===== src/rtl/ga_image_loader.sv =====
// Serial command front end for the morphologic GA: frames, shadow images,
// checksum-gated commit, run/reset control and a one-byte ACK/NAK reply.
module ga_image_loader #(
    parameter int ImageWidth   = 8,
    parameter int ImageHeight  = 4,
    parameter int PayloadBytes = (ImageWidth * ImageHeight + 7) / 8,
    parameter int TimeoutWidth = 16
) (
    input  logic                              clk,
    input  logic                              rst,
    input  logic [7:0]                        rxData,
    input  logic                              rxValid,
    output logic [7:0]                        txData,
    output logic                              txValid,
    input  logic                              txReady,
    output logic [ImageWidth*ImageHeight-1:0] origin,
    output logic [ImageWidth*ImageHeight-1:0] objetive,
    output logic                              run,
    output logic                              gaRst,
    output logic                              overrun
);

    localparam int N  = ImageWidth * ImageHeight;
    localparam int SW = PayloadBytes * 8;
    localparam int IW = $clog2(PayloadBytes + 1);

    localparam logic [7:0] SYNC   = 8'h55;
    localparam logic [7:0] LOAD_O = 8'h4F;
    localparam logic [7:0] LOAD_B = 8'h54;
    localparam logic [7:0] START  = 8'h53;
    localparam logic [7:0] STOP   = 8'h52;
    localparam logic [7:0] ACK    = 8'h06;
    localparam logic [7:0] NAK    = 8'h15;

    typedef enum logic [2:0] {
        S_IDLE,
        S_CMD,
        S_PAYLOAD,
        S_CHECK,
        S_RESPOND
    } state_t;

    state_t                  state;
    logic [7:0]              cmd;
    logic [7:0]              acc;
    logic [IW-1:0]           idx;
    logic [SW-1:0]           shadow;
    logic [TimeoutWidth-1:0] tmo;
    logic                    loaded_o;
    logic                    loaded_b;
    logic [N-1:0]            image;

    // Pad bits of the last payload byte sit below the image and are dropped.
    assign image = shadow[SW-1 -: N];

    always_ff @(posedge clk or negedge rst) begin
        if (!rst) begin
            state    <= S_IDLE;
            cmd      <= '0;
            acc      <= '0;
            idx      <= '0;
            shadow   <= '0;
            tmo      <= '0;
            loaded_o <= 1'b0;
            loaded_b <= 1'b0;
            origin   <= '0;
            objetive <= '0;
            run      <= 1'b0;
            gaRst    <= 1'b0;
            txData   <= '0;
            txValid  <= 1'b0;
            overrun  <= 1'b0;
        end else begin
            gaRst <= 1'b0;
            unique case (state)
                S_IDLE: begin
                    tmo <= '0;
                    if (rxValid && rxData == SYNC) begin
                        state <= S_CMD;
                    end
                end
                S_RESPOND: begin
                    if (rxValid) begin
                        overrun <= 1'b1;
                    end
                    if (txReady) begin
                        txValid <= 1'b0;
                        state   <= S_IDLE;
                    end
                end
                default: begin
                    if (!rxValid) begin
                        if (tmo == '1) begin
                            tmo   <= '0;
                            state <= S_IDLE;
                        end else begin
                            tmo <= tmo + 1'b1;
                        end
                    end else begin
                        tmo <= '0;
                        if (state == S_CMD) begin
                            cmd <= rxData;
                            acc <= rxData;
                            idx <= '0;
                            if (rxData == LOAD_O || rxData == LOAD_B) begin
                                state <= S_PAYLOAD;
                            end else begin
                                state <= S_CHECK;
                            end
                        end else if (state == S_PAYLOAD) begin
                            for (int k = 0; k < PayloadBytes; k++) begin
                                if (idx == IW'(k)) begin
                                    shadow[SW-1-8*k -: 8] <= rxData;
                                end
                            end
                            acc <= acc ^ rxData;
                            idx <= idx + 1'b1;
                            if (idx == IW'(PayloadBytes - 1)) begin
                                state <= S_CHECK;
                            end
                        end else begin
                            state   <= S_RESPOND;
                            txValid <= 1'b1;
                            txData  <= NAK;
                            if (rxData == acc) begin
                                if (cmd == LOAD_O) begin
                                    origin   <= image;
                                    loaded_o <= 1'b1;
                                    run      <= 1'b0;
                                    txData   <= ACK;
                                end else if (cmd == LOAD_B) begin
                                    objetive <= image;
                                    loaded_b <= 1'b1;
                                    run      <= 1'b0;
                                    txData   <= ACK;
                                end else if (cmd == START) begin
                                    if (loaded_o && loaded_b) begin
                                        run    <= 1'b1;
                                        gaRst  <= 1'b1;
                                        txData <= ACK;
                                    end
                                end else if (cmd == STOP) begin
                                    run    <= 1'b0;
                                    txData <= ACK;
                                end
                            end
                        end
                    end
                end
            endcase
        end
    end

endmodule


===== config.mk =====
export PLATFORM = sky130hd
export DESIGN_NAME = ga_image_loader
export DESIGN_NICKNAME = d
export VERILOG_FILES = /design/src/rtl/ga_image_loader.sv
export SDC_FILE = /design/constraint.sdc
export NUM_CORES = 1
export LEC_CHECK = 0
export ABC_CLOCK_PERIOD_IN_PS = 1990
export CAP_MARGIN = 20
export CORE_UTILIZATION = 50
export DETAILED_ROUTE_END_ITERATION = 6
export GPL_TIMING_DRIVEN = 0
export PLACE_DENSITY = 0.76
export SLEW_MARGIN = 5
export SYNTH_ARGS = -nofsm -noshare
export SYNTH_HDL_FRONTEND = slang
export SYNTH_SLANG_ARGS = --single-unit

===== constraint.sdc =====
create_clock -name clk -period 1.99 [get_ports clk]
set_clock_uncertainty 0.15 [all_clocks]
set_input_delay 0.2985 -clock clk [delete_from_list [all_inputs] [get_ports clk]]
set_output_delay 0.2985 -clock clk [all_outputs]
set_load 0.01 [all_outputs]

==> results of run 1 <==
## per-stage QoR
stage | setup slack [ns] | total power [mW]
2_1_floorplan | -0.02155 | 5.211
3_3_place_gp | -4.891 | 5.653
3_5_place_dp | -0.7688 | 5.795
4_1_cts | -0.09431 | 9.351
5_1_grt | -0.1548 | 9.909
6_report | -0.1150 | 9.466
## state kept, by name, summed over array words and instances, names as in the netlist
name and flops:
image 32, objetive 32, origin 32, tmo 16, acc 8, cmd 8
idx 3, state 3, txData 3, gaRst 1, loaded_b 1, loaded_o 1
overrun 1, run 1, txValid 1
## critical path, delay by kind of cell, from the launching register on
kind                      cells  cell delay, ns
buffers and inverters         3            0.52
DFF                           1            0.42
and+or+nand+nor               2            0.40
muxes                         1            0.30
xor gates and xnor gates      1            0.19
## Yosys cell counts, drive strengths merged, types with 2 or more instances
cell / number / share of area
o31ai: 3 / 0.0034
and3: 9 / 0.0086
nand2b: 6 / 0.0056
nor2b: 4 / 0.0038
clkbuf: 20 / 0.012
o2bb2ai: 3 / 0.0039
xnor2: 2 / 0.0026
nand4b: 2 / 0.0026
a32o: 2 / 0.0030
o221ai: 3 / 0.0039
and2: 3 / 0.0028
a41oi: 2 / 0.0026
a211oi: 7 / 0.0079
mux2: 104 / 0.21
ha: 6 / 0.011
nor4bb: 2 / 0.0030
o22ai: 8 / 0.0075
a31oi: 10 / 0.0094
or3b: 2 / 0.0026
nor3: 5 / 0.0038
nand3: 9 / 0.0068
or4: 6 / 0.0068
nand4: 10 / 0.014
nor4: 3 / 0.0051
a21o: 2 / 0.0023
and4: 6 / 0.0079
inv: 12 / 0.0068
nand2: 25 / 0.014
o21ai: 15 / 0.011
a21oi: 19 / 0.014
dfrtp: 143 / 0.54
nor2: 12 / 0.0068
buf: 15 / 0.020
o311ai: 3 / 0.0039
nor3b: 2 / 0.0023
xor2: 6 / 0.0079
or2: 3 / 0.0028
## cell families (layout without fill, tap and decap cells)
group / after synthesis / in the layout / synth area share
multiplexers: 104 / 104 / 0.2083
flip-flops: 143 / 143 / 0.5368
buffers and inverters: 47 / 180 / 0.03810
XOR/XNOR: 8 / 8 / 0.01051
adder cells (fa/ha/maj): 7 / 7 / 0.01276
other: 1 / 4 / 0.0005625
AND/OR/NAND/NOR: 115 / 115 / 0.1075
AO/OA/AOI/OAI: 86 / 86 / 0.08540
## power breakdown
group	total (mW)	switching, mW	internal [mW]
Clock	3.42	1.24	2.17
Combinational	2.17	1.16	1.02
Sequential	3.88	0.461	3.42
Total	9.47	2.86	6.60
## per-layer routing
metal  track usage  vias up  share of wire  wire length, µm
met5             0        -              0                0
met4       0.07692        0          0.012              191
met3       0.06686       22          0.048              748
met2        0.3931      155           0.51             8050
met1        0.2973     2359           0.43             6704
li1              -     2125              -                -
## worst paths after layout
check                                       from                       to  slack, ns  cells past startpoint
setup / recovery              acc[6]$_DFFE_PN0P_  objetive[4]$_DFFE_PN0P_      -0.12                      7
hold / removal                         rxData[7]     image[7]$_DFFE_PN0P_       0.05                      2
setup reg to reg              acc[6]$_DFFE_PN0P_  objetive[4]$_DFFE_PN0P_      -0.12                      7
hold reg to reg            txData[2]$_DFFE_PN0P_    txData[2]$_DFFE_PN0P_       0.32                      1
max in group asynchronous                    rst       tmo[5]$_DFFE_PN0N_       0.63                      3
min in group asynchronous                    rst   origin[25]$_DFFE_PN0P_       0.22                      2
## timing repair
action | in CTS | in global routing
resized for setup | 33 | 40
cloned | 1 | 0
pin swaps | 5 | 9
hold buffers | 1 | 0
setup endpoints to repair | 129 | 121
setup buffers | 12 | 11
hold endpoints to repair | 44 | 0
## layout make-up
cell class | count | area (µm²) | area share
clock buffer | 20 | 456.7 | 0.05217
timing repair buffer | 103 | 1030 | 0.1176
inverter | 12 | 45.04 | 0.005146
sequential | 143 | 3581 | 0.4091
tap | 172 | 215.2 | 0.02459
clock inverter | 12 | 183.9 | 0.02101
multi-input combinational | 324 | 2953 | 0.3373
buffer | 33 | 289.0 | 0.03302
==> summary.txt, run 1 <==
Timing
  – PnR worst setup slack: -0.1150 ns
  – Worst relative slew slack: 0.5295
  – Fin crit period: 2.105 ns
  – Highest achievable clock rate: 475.1 MHz
  – Part of the cycle the worst path needs: 1.058
  – Finish-stage setup viols: 60
  – Setup repair after global routing missed its margin: true
  – WHS: 0.05455 ns
  – Pin slew with the least headroom to its limit: 0.7058 ns
  – Summed negative setup slack over all endpoints: -4.771 ns
  – Count of pins over their slew limit: 0
  – Total count of hold-check failures in the final report: 0

Status
  – Violations in the final reports: negative setup slack
  – Status: finished with violations

Drt
  – Number of search-and-repair iterations in the first detailed-routing pass: 5
  – Antenna Violating Nets Remaining: 0
  – Total wire length: 15700 µm
  – Number of design rule violations left after detail routing: 0
  – Per-cell via count in the routed design: 5.691
  – Initial DRC count: 333
  – Final routed wire length divided by cell count: 19.16 µm
  – Total via count in the routed design: 4661

Layout
  – NumNets Final: 652
  – Post-layout instance count excluding filler cells: 819
  – Area growth, synth to finish: 31.31%
  – Number of antenna diodes: 0
  – Final core utilization: 0.6825
  – Filler cells: 878
  – Layout cell share with drive strength beyond 1: 0.3493
  – Most frequent standard cell in the layout excluding fill and tap cells: sky130_fd_sc_hd__dfrtp_1
  – Commonest cells after routing, fill and taps aside: sky130_fd_sc_hd__dfrtp_1, sky130_fd_sc_hd__clkdlybuf4s50_1, sky130_fd_sc_hd__mux2_4
  – Final non-filler cell area: 8753 µm²

Place
  – Placer Congestion: 0.9031
  – Count of input and output buffers: 77
  – HPWL after detailed placement: 9921 µm
  – Post-Place Cells: 764
  – Placed standard-cell area: 7694 µm²

Floorplanning
  – Area inside the core boundary: 12820 µm²
  – Placement Rows: 41
  – Vert. Die Dim: 117.5 µm
  – Starting density of the core: 0.5198
  – Die width: 117.5 µm
  – DIE AREA: 13800 µm²
  – Count of pins on the block boundary: 88

CTS
  – Clock H-tree levels: 4
  – Clock latency at the later pin of the worst-skew pair: 0.42 ns
  – Clock tree buffer depth: 2
  – TritonCTS buffer count: 17
  – Root Buffer: sky130_fd_sc_hd__clkbuf_16
  – Clock net sink count: 143
  – CTS tree: done
  – Clock transition at path regs: 0.06 ns

Worst setup path
  – Category of the critical setup timing path: flop to flop
  – Critical path cell sequence: xor2_1 > nor4_4 > buf_4 > nand4_4 > buf_12 > buf_12 > mux2_4
  – Worst path arrival time: 2.25 ns
  – Slowest CP cell: sky130_fd_sc_hd__dfrtp_2
  – Largest fanout on the critical path: 10
  – Most Frequent Cell on Critical Path: sky130_fd_sc_hd__buf_12
  – CP startpoint kind: flop
  – Endpoint class of the critical path: flop
  – Data required time at the worst endpoint: 2.14 ns
  – Peak per-stage delay on the critical path: 0.42 ns

GRT
  – First-pass GRT wire length: 25280 µm
  – Maximum number of pins on one net before global-route repair: 100
  – Antenna violations before repair: 0
  – Global route overflow: 0
  – GRT Util Overall: 0.2363
  – Via count of the first global-routing pass: 4850

Yosys
  – Register bit total from synthesis: 143
  – Most used flip-flop cell after synthesis: sky130_fd_sc_hd__dfrtp_1
  – Post-synthesis sequential area ratio: 0.5368
  – Number of enable flip-flop cells after synthesis: 0
  – Synthesized instance count: 511
  – Yosys cell types: 62
  – Number of warning messages in the yosys log: 0
  – Async S/R FF share, synth: 1.000
  – Post-synthesis average cell area: 13.05 µm²
  – Netlist Area Pre-Place: 6666 µm²

Flow run
  – Max-cap viol count: 0

Power
  – Worst IR Drop VDD: 0.5999 mV
  – Power Density: 1081 nW/µm²
  – Leakage component of the power: 4.149 nW

Hold path
  – Tightest Hold Check Type: input pin to flop
No activity file was read; power rests on OpenSTA's default activity.
==> inputs of run 2 (changes only) <==
CORE_MARGIN = 2   (was unset)
==> run 2 against run 1 <==
  * The run still ends with negative setup slack left
  * Cell count is 0.24% higher
  * Global-route usage decreased by 1.2 points
  * Critical path type unchanged
  * Highest routed layer unchanged
  * Core utilization down 1.9 points
  * Final area shrank 0.49%
==> summary.txt, run 2 (same netlist as run 1, synthesis figures left out) <==
Status
  – Status: finished with violations
  – Violations in the final reports: negative setup slack

Layout
  – Storage element area: 3583 µm²
  – Final core utilization: 0.6630
  – Commonest cells after routing, fill and taps aside: sky130_fd_sc_hd__dfrtp_1, sky130_fd_sc_hd__clkdlybuf4s50_1, sky130_fd_sc_hd__mux2_4
  – Footprint of the multi-input gates: 2959 µm²
  – Layout cell share with drive strength beyond 1: 0.3442
  – Most frequent standard cell in the layout excluding fill and tap cells: sky130_fd_sc_hd__dfrtp_1
  – Filler cells: 924
  – NumNets Final: 650
  – Area growth, synth to finish: 30.67%
  – Number of antenna diodes: 0

Floorplanning
  – Die width: 119.5 µm
  – DIE AREA: 14270 µm²
  – Area inside the core boundary: 13140 µm²
  – Starting density of the core: 0.5074
  – Vert. Die Dim: 119.5 µm
  – Count of pins on the block boundary: 88
  – Placement Rows: 42

Worst setup path
  – Reg-to-reg critical path startpoint: acc[7]$_DFFE_PN0P_
  – Register-to-register path setup slack: -0.12 ns
  – Worst r2r dst: origin[18]$_DFFE_PN0P_
  – CP startpoint kind: flop
  – Depth of the most critical reg-to-reg path: 7
  – Data required time at the worst endpoint: 2.14 ns
  – Largest fanout on the critical path: 10
  – Worst path arrival time: 2.26 ns
  – Endpoint class of the critical path: flop
  – Category of the critical setup timing path: flop to flop

Timing
  – Fin crit period: 2.106 ns
  – Finish-stage setup viols: 61
  – Count of pins over their slew limit: 0
  – Part of the cycle the worst path needs: 1.058
  – Worst relative slew slack: 0.5675
  – PnR worst setup slack: -0.1162 ns
  – Highest achievable clock rate: 474.8 MHz
  – Setup repair after global routing missed its margin: true
  – Pin slew with the least headroom to its limit: 0.6488 ns
  – Total count of hold-check failures in the final report: 0

Power
  – Power Density: 1065 nW/µm²
  – Worst IR Drop VDD: 0.6563 mV
  – Pwr Total: 9.281 mW
  – Leakage component of the power: 4.113 nW

Drt
  – Final routed wire length divided by cell count: 18.91 µm
  – Total via count in the routed design: 4661
  – Per-cell via count in the routed design: 5.677
  – Initial DRC count: 292
  – Antenna Violating Nets Remaining: 0
  – Number of search-and-repair iterations in the first detailed-routing pass: 5
  – Number of design rule violations left after detail routing: 0
  – Total wire length: 15520 µm

Place
  – HPWL after detailed placement: 9826 µm
  – Placer Congestion: 0.8828
  – Count of input and output buffers: 77

CTS
  – Clock latency at the later pin of the worst-skew pair: 0.43 ns
  – Clock transition at path regs: 0.06 ns
  – TritonCTS buffer count: 17
  – Clock net sink count: 143
  – CTS tree: done
  – Clock tree buffer depth: 2
  – Root Buffer: sky130_fd_sc_hd__clkbuf_16
  – Clock H-tree levels: 4

GRT
  – Via count of the first global-routing pass: 4777
  – Busiest layer in global routing: met2
  – Met1 track utilization from global routing: 0.2939
  – Antenna violations before repair: 0
  – Maximum number of pins on one net before global-route repair: 78
  – GRT Util Overall: 0.2244
  – First-pass GRT wire length: 24850 µm
  – Global route overflow: 0
  – GR Layer Usage met3: 0.04406
  – Met2 Track Usage GR: 0.3732

Hold path
  – Tightest Hold Check Type: input pin to flop
  – Hold Crit Endpoint: image[7]$_DFFE_PN0P_
  – Cell count of the worst hold path: 2
  – Hold Startpoint: rxData[7]

Flow run
  – Max-cap viol count: 0
run 2: cell count changes in the layout (fill, tap and decap cells not counted), sizes merged:
cell	change
inv	+1
clkbuf	-2
buf	-1
bufinv	-2
bufbuf	+1
clkinvlp	+1
run 2: layer usage:
| layer | up-vias | routed length (µm) |
|---|---|---|
| met5 | - | 0 |
| met4 | 0 | 221 |
| met3 | 20 | 781 |
| met2 | 152 | 7836 |
| met1 | 2365 | 6682 |
| li1 | 2124 | - |
run 2: power breakdown:
group	internal (mW)	switching (mW)	total, mW	leakage (nW)
Sequential	3.42	0.488	3.91	1.91
Combinational	1.07	1.16	2.24	1.92
Clock	1.89	1.25	3.14	0.277
Total	6.38	2.90	9.28	4.11
run 2: critical path, cell delays in order (launching register included):
cell,delay [ns]
sky130_fd_sc_hd__dfrtp_1,0.40
sky130_fd_sc_hd__xor2_2,0.17
sky130_fd_sc_hd__nor4_4,0.27
sky130_fd_sc_hd__buf_4,0.19
sky130_fd_sc_hd__nand4_4,0.17
sky130_fd_sc_hd__buf_12,0.19
sky130_fd_sc_hd__buf_12,0.14
sky130_fd_sc_hd__mux2_4,0.30
run 2: per-stage QoR:
| stage | setup slack, ns | area (µm²) | hold slack [ns] | TNS, ns | std cells |
|---|---|---|---|---|---|
| after floorplan | -0.02155 | 6679 | -0.1471 | -1.202 | 514 |
| after global placement | -4.926 | 7670 | 0.3012 | -773.09 | 767 |
| after detailed placement | -0.8106 | 7699 | 0.1757 | -71.73 | 768 |
| after CTS | -0.1450 | 8529 | 0.04171 | -5.544 | 811 |
| after global routing | -0.1747 | 8711 | 0.06041 | -8.202 | 821 |
| final | -0.1162 | 8711 | 0.05397 | -4.009 | 821 |
run 2: how the worst max path moves through the flow:
stage / from / to / cells past startpoint
5_1_grt: acc[7]$_DFFE_PN0P_ / origin[15]$_DFFE_PN0P_ / 7
4_1_cts: acc[5]$_DFFE_PN0P_ / origin[18]$_DFFE_PN0P_ / 7
6_report: acc[7]$_DFFE_PN0P_ / origin[18]$_DFFE_PN0P_ / 7
2_1_floorplan: acc[7]$_DFFE_PN0P_ / objetive[0]$_DFFE_PN0P_ / 5
3_3_place_gp: rst / tmo[13]$_DFFE_PN0N_ / 1
3_5_place_dp: rxValid / image[31]$_DFFE_PN0P_ / 6
run 2: timing repair:
action                                  4_1_cts  5_1_grt
gates resized for setup                      36       42
setup buffers                                12       10
pin swaps                                     5       10
gates cloned                                  1        1
hold buffers                                  1        0
endpoints found under the setup margin      128      126
hold endpoints to repair                     66        0
run 2: final cells by class:
type	instances	share of cell area
inverter	12	0.005171
multi-input combinational	324	0.3397
clock buffer	20	0.05128
tap	176	0.02528
sequential	143	0.4114
timing repair buffer	103	0.1199
clock inverter	12	0.01566
buffer	31	0.03160
==> RTL edit, RTL diff (settings of run 2) <==
Register the output `txData` once more, without a reset; this adds one clock of latency there. The other outputs are not delayed to match.
--- a/src/rtl/ga_image_loader.sv
+++ b/src/rtl/ga_image_loader.sv
@@ -40,6 +40,8 @@
         S_RESPOND
     } state_t;
 
+    logic [7:0] txData_s0;
+
     state_t                  state;
     logic [7:0]              cmd;
     logic [7:0]              acc;
@@ -67,7 +69,7 @@
             objetive <= '0;
             run      <= 1'b0;
             gaRst    <= 1'b0;
-            txData   <= '0;
+            txData_s0 <= '0;
             txValid  <= 1'b0;
             overrun  <= 1'b0;
         end else begin
@@ -121,27 +123,27 @@
                         end else begin
                             state   <= S_RESPOND;
                             txValid <= 1'b1;
-                            txData  <= NAK;
+                            txData_s0 <= NAK;
                             if (rxData == acc) begin
                                 if (cmd == LOAD_O) begin
                                     origin   <= image;
                                     loaded_o <= 1'b1;
                                     run      <= 1'b0;
-                                    txData   <= ACK;
+                                    txData_s0 <= ACK;
                                 end else if (cmd == LOAD_B) begin
                                     objetive <= image;
                                     loaded_b <= 1'b1;
                                     run      <= 1'b0;
-                                    txData   <= ACK;
+                                    txData_s0 <= ACK;
                                 end else if (cmd == START) begin
                                     if (loaded_o && loaded_b) begin
                                         run    <= 1'b1;
                                         gaRst  <= 1'b1;
-                                        txData <= ACK;
+                                        txData_s0 <= ACK;
                                     end
                                 end else if (cmd == STOP) begin
                                     run    <= 1'b0;
-                                    txData <= ACK;
+                                    txData_s0 <= ACK;
                                 end
                             end
                         end
@@ -151,5 +153,9 @@
         end
     end
 
+    always_ff @(posedge clk) begin
+        txData <= txData_s0;
+    end
+
 endmodule
 
Behaviour: not the same (a bounded check fails within 4 cycles, from zero or initial values and one cycle with rst low).
==> RTL edit against run 2 <==
  * The flow still finishes with violations (negative setup slack)
  * Setup slack got worse by 120 ps
  * First-iteration DRC count rose by 54%
  * Sequential share of layout area fell by 0.20 points
  * Count of clock-buffer cells in the layout rose by 2
  * Area after synthesis barely moved
  * Die area barely moved
  * Design area rose by 2.1%
  * Total power rose by 7.1%
  * Routed wire length rose by 4.6%
  * Sequential cell count rose by 3
  * Sequential power rose by 5.4%
  * Combinational power rose by 20%
  * Worst hold slack improved by 120 ps
  * Critical endpoint is now objetive[10]
==> RTL edit: results (changes against run 2) <==
Hold Slack -> 176 ps (+122 ps)
Dpl hpwl -> 10.1 mm (+2.3%)
Vias -> 4,748 (+1.9%)
Setup Fix Bufs, Post-CTS -> 20 (+8)
Largest net degree at the start of global routing -> 102 (+31%)
Share of cells above drive strength 1 -> 0.347 (+0.00238)
Worst EP arrival -> 2380 ps (+120 ps)
Met2 GRT Util -> 0.396 (+0.0226)
CP Launch Point -> cmd[5]
Area share of fa/ha/maj cells after synthesis -> 0.0113 (-0.00149)
Gate Count Post-Synth -> 517 (+1.2%)
FILL cells -> 916 (-0.87%)
LEAKAGE -> 4.11 nW (-0.19%)
R2R Path Start -> cmd[5]
Final setup viols -> 66 (+8.2%)
Seq pwr share -> 0.415 (-0.006)
Met1 usage -> 0.311 (+0.0175)
Tot GR Track Use -> 0.238 (+0.0141)
First-pass GRT wire length -> 26.3 mm (+5.8%)
GRT met3 Usage -> 0.0417 (-0.00239)
Initial drt markers -> 450 (+54%)
Synth top area cells -> dfrtp_1 (54%), mux2_2 (12%), mux2_4 (6.5%)
Final Net Count -> 662 (+1.8%)
Worst setup margin -> -234 ps (-118 ps)
Slowest CP cell -> or3b_4
Worst vdd ir -> 0.000646 V (-1.5%)
Metal-1 WL -> 7.04 mm (+5.3%)
Length of routed met3 wiring -> 690 µm (-12%)
Met2 routed WL -> 8.19 mm (+4.5%)
CTS-repair resized insts -> 55 (+53%)
Hold depth -> 3 (+1)
WL final -> 16.2 mm (+4.6%)
P_comb -> 2.68 mW (+20%)
Synth Area in Compound Gates -> 0.101 (+0.0155)
Gpl congestion -> 0.827 (-6.3%)
Power, Total -> 9.94 mW (+7.1%)
Cell family with most CP delay -> simple AND/OR/NAND/NOR gates
Hold EP -> acc[7]
Placed insts -> 776 (+1.0%)
Port bufs -> 79 (+2.6%)
Synth Area in XOR/XNOR -> 0.0118 (+0.00132)
Seq/Total Area, Yosys -> 0.546 (+0.00952)
Critical Path End -> objetive[10]
Max incr delay on CP -> 450 ps (+50 ps)
Pint -> 6.77 mW (+6.2%)
Violated checks -> negative setup slack
Status -> complete, but fails checks
[RTL edit: changes by cell type after synthesis, sizes merged, moves of 5 or more]
cell,delta
nand2,+11
or2,+7
a211oi,-7
nand4,-6
o221ai,+5
a21oi,+6
or4,-5
a31oi,+6
and3,-7
o22ai,-7
o311ai,+5
[RTL edit: final cells by class]
class,instances,share of cell area
Buffer,31,0.0238
Clock buffer,22,0.0533
Clock inverter,8,0.0114
Inverter,9,0.00380
Multi-Input combinational cell,330,0.344
Sequential cell,146,0.409
Tap cell,176,0.0248
Timing Repair Buffer,109,0.130
[RTL edit: worst register-to-register path, stage by stage (launching register included)]
cell and delay, ps:
dfrtp_1 400, or3b_4 450, a2111oi_4 380, nand3_4 200
buf_6 220, mux2_4 320
[RTL edit: through the flow]
step / instance area [µm²] / setup TNS [ps]
after global placement: 7680 / -796750
after global routing: 8900 / -16780
after floorplan: 6670 / -3120
after detailed placement: 7710 / -85710
after CTS: 8770 / -11450
final: 8900 / -11940
